===== src/rtl/cpu_pkg.sv =====
// cpu_pkg: shared call-stack constants and operation encoding.
// Revision 1.0 - initial release
`default_nettype none

package cpu_pkg;

    localparam int CS_ADDR_W = 12;
    localparam int CS_DEPTH  = 8;

    typedef enum logic [2:0] {
        CS_NOP     = 3'd0,
        CS_PUSH    = 3'd1,
        CS_POP     = 3'd2,
        CS_REPLACE = 3'd3,
        CS_FLUSH   = 3'd4
    } cs_op_t;

endpackage

`default_nettype wire


===== src/rtl/cs_regfile.sv =====
// cs_regfile: return-address storage, one write port, one asynchronous read port, no reset.
// Revision 1.0 - initial release
`default_nettype none

module cs_regfile #(
    parameter int ADDR_W = 12,
    parameter int DEPTH  = 8,
    parameter int PTR_W  = $clog2(DEPTH)
) (
    input  logic              clk,
    input  logic              wr_en,
    input  logic [PTR_W-1:0]  wr_ptr,
    input  logic [ADDR_W-1:0] wr_data,
    input  logic [PTR_W-1:0]  rd_ptr,
    output logic [ADDR_W-1:0] rd_data
);

    logic [ADDR_W-1:0] mem [DEPTH];

    always_ff @(posedge clk) begin
        if (wr_en) begin
            mem[wr_ptr] <= wr_data;
        end
    end

    assign rd_data = mem[rd_ptr];

endmodule

`default_nettype wire


===== src/rtl/call_stack_unit.sv =====
// call_stack_unit: circular return-address stack with overflow/underflow flags.
// Revision 1.0 - initial release. Define CALL_STACK_STICKY_ERR_EN for sticky error flags.
`default_nettype none

module call_stack_unit
    import cpu_pkg::*;
#(
    parameter int ADDR_W = CS_ADDR_W,
    parameter int DEPTH  = CS_DEPTH
) (
    input  logic                       clk,
    input  logic                       rst,
    input  logic                       push,
    input  logic                       pop,
    input  logic [ADDR_W-1:0]          push_addr,
    input  logic                       flush,
    output logic [ADDR_W-1:0]          top_addr,
    output logic                       empty,
    output logic                       full,
    output logic [$clog2(DEPTH):0]     count,
    output logic                       overflow,
    output logic                       underflow
);

    localparam int             PTR_W    = $clog2(DEPTH);
    localparam logic [PTR_W:0] FULL_CNT = (PTR_W+1)'(DEPTH);

    logic [PTR_W-1:0]  wp;
    logic [PTR_W-1:0]  wp_prev;
    logic [PTR_W:0]    cnt;
    cs_op_t            op;
    logic              is_empty;
    logic              is_full;
    logic              wr_en;
    logic [PTR_W-1:0]  wr_ptr;
    logic [ADDR_W-1:0] rd_data;
    logic              ovf_evt;
    logic              unf_evt;

    assign wp_prev  = wp - 1'b1;
    assign is_empty = (cnt == '0);
    assign is_full  = (cnt == FULL_CNT);

    // Push+pop on an empty stack degrades to a plain push.
    always_comb begin
        op = CS_NOP;
        if (flush) begin
            op = CS_FLUSH;
        end else if (push && pop && !is_empty) begin
            op = CS_REPLACE;
        end else if (push) begin
            op = CS_PUSH;
        end else if (pop) begin
            op = CS_POP;
        end
    end

    assign ovf_evt = (op == CS_PUSH) && is_full;
    assign unf_evt = (op == CS_POP) && is_empty;
    assign wr_en   = (op == CS_PUSH) || (op == CS_REPLACE);
    assign wr_ptr  = (op == CS_REPLACE) ? wp_prev : wp;

    cs_regfile #(
        .ADDR_W (ADDR_W),
        .DEPTH  (DEPTH),
        .PTR_W  (PTR_W)
    ) u_regfile (
        .clk     (clk),
        .wr_en   (wr_en),
        .wr_ptr  (wr_ptr),
        .wr_data (push_addr),
        .rd_ptr  (wp_prev),
        .rd_data (rd_data)
    );

    always_ff @(posedge clk or negedge rst) begin
        if (!rst) begin
            wp  <= '0;
            cnt <= '0;
        end else begin
            case (op)
                CS_FLUSH: begin
                    wp  <= '0;
                    cnt <= '0;
                end
                CS_PUSH: begin
                    // When full, wp already points at the oldest entry.
                    wp <= wp + 1'b1;
                    if (!is_full) begin
                        cnt <= cnt + 1'b1;
                    end
                end
                CS_POP: begin
                    if (!is_empty) begin
                        wp  <= wp_prev;
                        cnt <= cnt - 1'b1;
                    end
                end
                default: begin
                end
            endcase
        end
    end

    always_ff @(posedge clk or negedge rst) begin
        if (!rst) begin
            overflow  <= 1'b0;
            underflow <= 1'b0;
        end else if (op == CS_FLUSH) begin
            overflow  <= 1'b0;
            underflow <= 1'b0;
        end else begin
`ifdef CALL_STACK_STICKY_ERR_EN
            overflow  <= overflow | ovf_evt;
            underflow <= underflow | unf_evt;
`else
            overflow  <= ovf_evt;
            underflow <= unf_evt;
`endif
        end
    end

    assign top_addr = is_empty ? '0 : rd_data;
    assign empty    = is_empty;
    assign full     = is_full;
    assign count    = cnt;

endmodule

`default_nettype wire


===== config.mk =====
export PLATFORM = sky130hd
export DESIGN_NAME = call_stack_unit
export DESIGN_NICKNAME = d
export VERILOG_FILES = /design/src/rtl/cpu_pkg.sv /design/src/rtl/cs_regfile.sv /design/src/rtl/call_stack_unit.sv
export SDC_FILE = /design/constraint.sdc
export NUM_CORES = 1
export LEC_CHECK = 0
export CORE_MARGIN = 2
export CORE_UTILIZATION = 52
export DETAILED_ROUTE_END_ITERATION = 8
export PLACE_DENSITY = 0.87
export SYNTH_ARGS = -nofsm -noshare
export SYNTH_HDL_FRONTEND = slang
export SYNTH_SLANG_ARGS = --single-unit

===== constraint.sdc =====
create_clock -name clk -period 2.4 [get_ports clk]
set_input_delay 0.48 -clock clk [delete_from_list [all_inputs] [get_ports clk]]
set_output_delay 0.48 -clock clk [all_outputs]
set_load 0.05 [all_outputs]

==> flow_summary_export.csv <==
group,metric,value,unit
floorplanning,dieArea,9180,µm²
clock_tree,cts_buffers,9,
clock_tree,path_clk_slew,100,ps
clock_tree,cts_hold_buf,0,
global_routing,overflow,0,
clock_tree,tritoncts,"done",
route,wire_per_inst,22.6,µm
synthesis,syn_avg_cell_area,17.3,µm²
timing,hold_ws,405,ps
timing,setup_viol,12,
clock_tree,root_buffer,"clkbuf_8",
synthesis,syn_nets,276,
synthesis,synth_edf_count,96,
setup_path,cp-start-kind,"flip-flop",
cells_and_area,drive_gt1_share,46.5,%
placement,hpwl,6.06,mm
run_status,failed_checks,"setup timing",
synthesis,ys_seq_elements,105,
route,wirelength,10.1,mm
synthesis,synth_cell_type_count,38,
run_status,outcome,"finished with violations",
clock_tree,cts_htree_levels,3,
global_routing,grt_pass1_vias,2783,
timing,post-route-period-util,103,%
clock_tree,clock_sinks,105,
floorplanning,chipHeight,95.8,µm
timing,setup_tns,-429,ps
floorplanning,die_w,95.8,µm
route,dr.first_iter.drc_count,263,
setup_path,path_max_fanout,7,
route,antenna_left,0,
setup_path,worstPathRequired,1920,ps
global_routing,antenna_found_initial,0,
setup_path,worstReg2RegEnd,"u_regfile.mem[2][7]",
placement,finalWeightedCongestion,0.854,
route,vias_per_cell,5.90,
timing,timing.final.crit_period,2460,ps
setup_path,cpMostUsedCell,"buf_12",
timing,skew,7.30,ps
timing,rsz0062_at_grt,"yes",
clock_tree,cts_buffer_depth,2,
synthesis,netlist_area,4390,µm²
route,drt_pass1_iterations,4,
placement,dp_cells,418,
timing,slew_violations,0,
power,p_total,0.00819,W
power,power.leakage,2.04,nW
power,irDropWorstVdd,0.872,mV
global_routing,track_usage,24.4,%
cells_and_area,antennaDiodeCount,0,
global_routing,grt_pass1_wl,15.6,mm
floorplanning,ios,37,
flow_run,max_cap_viol_count,0,
worst_hold_path,hold_path.class,"in -> async",
timing,max_freq,0.406,GHz
timing,worstMarginPinSlew,493,ps
cells_and_area,stdcell_count,449,
setup_path,cpMaxStageDelayCell,"dfrtp_1",
floorplanning,num_rows,33,
route,via_count,2651,
setup_path,ff2ff_path_depth,7,
clock_tree,worstSkewPairLatency,360,ps
cells_and_area,postLayoutCoreUtil,72.4,%
timing,setup_ws,-61.6,ps
setup_path,crit_arrival,1980,ps
setup_path,crit_type,"reg -> out",
placement,portBuffers,36,
cells_and_area,nets,361,
setup_path,worst-path-buf-inv,3,
setup_path,crit_path_cell_trace,"inv_2 -> ha_4 -> buf_12 -> mux4_2 -> nand2_2 -> a21oi_4 -> buf_12",
setup_path,crit_family,"flip-flops",
floorplanning,initial_core_util,53.6,%
route,drc,0,
timing,slew_headroom,67.0,%
timing,hold_viol_final,0,
cells_and_area,synthToLayoutAreaGrowth,35.0,%
synthesis,async_flop_share,8.57,%
global_routing,grt_max_degree,20,
synthesis,ys.warnings.count,0,
power,p_per_area,1380,nW/µm²
setup_path,max_stage_delay,410,ps
setup_path,end_kind,"primary output",
floorplanning,core,8180,µm²
cells_and_area,fill_cells,468,
setup_path,reg2reg_slack,100,ps
synthesis,postSynthCellCount,254,
synthesis,synth-main-ff-cell,"edfxtp_1",
synthesis,ys_seq_area_share,70.9,%
setup_path,reg2reg_from,"count[2]",
cell families (layout without fill, tap and decap cells):
| family | after synthesis | in the layout | synth area share (%) |
|---|---|---|---|
| muxes | 24 | 24 | 12.3 |
| AOI/OAI and AO/OA | 33 | 33 | 5.19 |
| adders and majority gates | 5 | 5 | 1.60 |
| and+or+nand+nor | 61 | 61 | 6.88 |
| DFF | 105 | 105 | 70.9 |
| xor gates and xnor gates | 6 | 6 | 1.20 |
| buffers and inverters | 20 | 110 | 1.94 |
area by class of cell:
type | count | area [µm²] | share of cell area (%)
Clock buffer | 10 | 128 | 2.16
Clock inverter | 6 | 60.1 | 1.01
Multi-Input combinational cell | 129 | 1460 | 24.7
Timing Repair Buffer | 85 | 991 | 16.7
Sequential cell | 105 | 3110 | 52.6
Inverter | 9 | 36.3 | 0.613
Tap cell | 105 | 131 | 2.22
power breakdown:
part | switching [W] | leakage [nW] | total (W) | internal [W]
Combinational | 0.00262 | 0.967 | 0.00490 | 0.00227
Clock | 0.000625 | 0.0882 | 0.00103 | 0.000401
Sequential | 0.0000901 | 0.982 | 0.00226 | 0.00217
Total | 0.00334 | 2.04 | 0.00819 | 0.00485
cell usage after synthesis (all sizes together), types with 2 or more instances:
master	count	area [µm²]
nand2	29	109
buf	4	25.0
nor2	15	58.8
nand3	2	10.0
nor3	5	41.3
mux4	24	541
xnor2	4	35.0
a31oi	3	18.8
o21ai	2	13.8
xor2	2	17.5
a21oi	15	75.1
dfrtp	9	225
clkbuf	7	26.3
ha	4	50.1
a21o	2	15.0
and3	2	17.5
edfxtp	96	2880
o31ai	5	37.5
inv	9	33.8
nor2b	3	18.8
registers in the layout, indices dropped and copies added (netlist names):
register,cells
underflow,1
count,4
overflow,1
wp,3
u_regfile.mem,96
layout by cell type, fill, tap and decap left out, types with 3 or more instances in the layout:
cell type	count
nand2_1	5
buf_4	37
clkbuf_8	9
buf_12	21
clkdlybuf4s50_1	22
buf_6	4
nor2_1	10
dfrtp_2	3
ha_1	3
edfxtp_1	96
nor3_1	3
nand2_2	22
xnor2_1	3
dfrtp_1	6
nor2_2	5
inv_1	7
mux4_2	24
a31oi_1	3
a21oi_1	3
o31ai_1	5
a21oi_4	12
per-stage QoR:
stage               setup WS [ps]  instance area [µm²]
floorplan                   -85.8                 4570
global placement            -18.6                 5410
detailed placement          -57.5                 5410
CTS                         -31.9                 5920
global route                 -120                 5920
finish                      -61.6                 5920
worst max path at each step:
| stage | start | end | slack, ps | cells after the start |
|---|---|---|---|---|
| 2_1_floorplan | count[0] | u_regfile.mem[2][0] | -90 | 4 |
| 3_3_place_gp | push | count[3] | -20 | 9 |
| 3_5_place_dp | wp[0] | top_addr[4] | -60 | 6 |
| 4_1_cts | wp[1] | top_addr[3] | -30 | 8 |
| 5_1_grt | wp[1] | top_addr[8] | -120 | 7 |
| 6_report | wp[1] | top_addr[4] | -60 | 7 |
per-layer routing:
metal | wire length, µm | vias to the layer above | track usage (%) | part of all wire, %
li1 | - | 1158 | - | -
met1 | 3900 | 1352 | 31.7 | 38
met2 | 5430 | 125 | 41.3 | 54
met3 | 642 | 16 | 4.54 | 6.3
met4 | 172 | 0 | 9.52 | 1.7
met5 | 0 | - | 0 | 0
what timing repair did:
| action | 4_1_cts | 5_1_grt |
|---|---|---|
| cloned | 3 | 0 |
| endpoints found under the setup margin | 13 | 21 |
| gates resized for setup | 41 | 13 |
| endpoints found under the hold margin | 0 | 0 |
| pin swaps | 17 | 14 |
| buffers inserted | 12 | 2 |
Note: power is estimated with default switching activity, not from simulation.
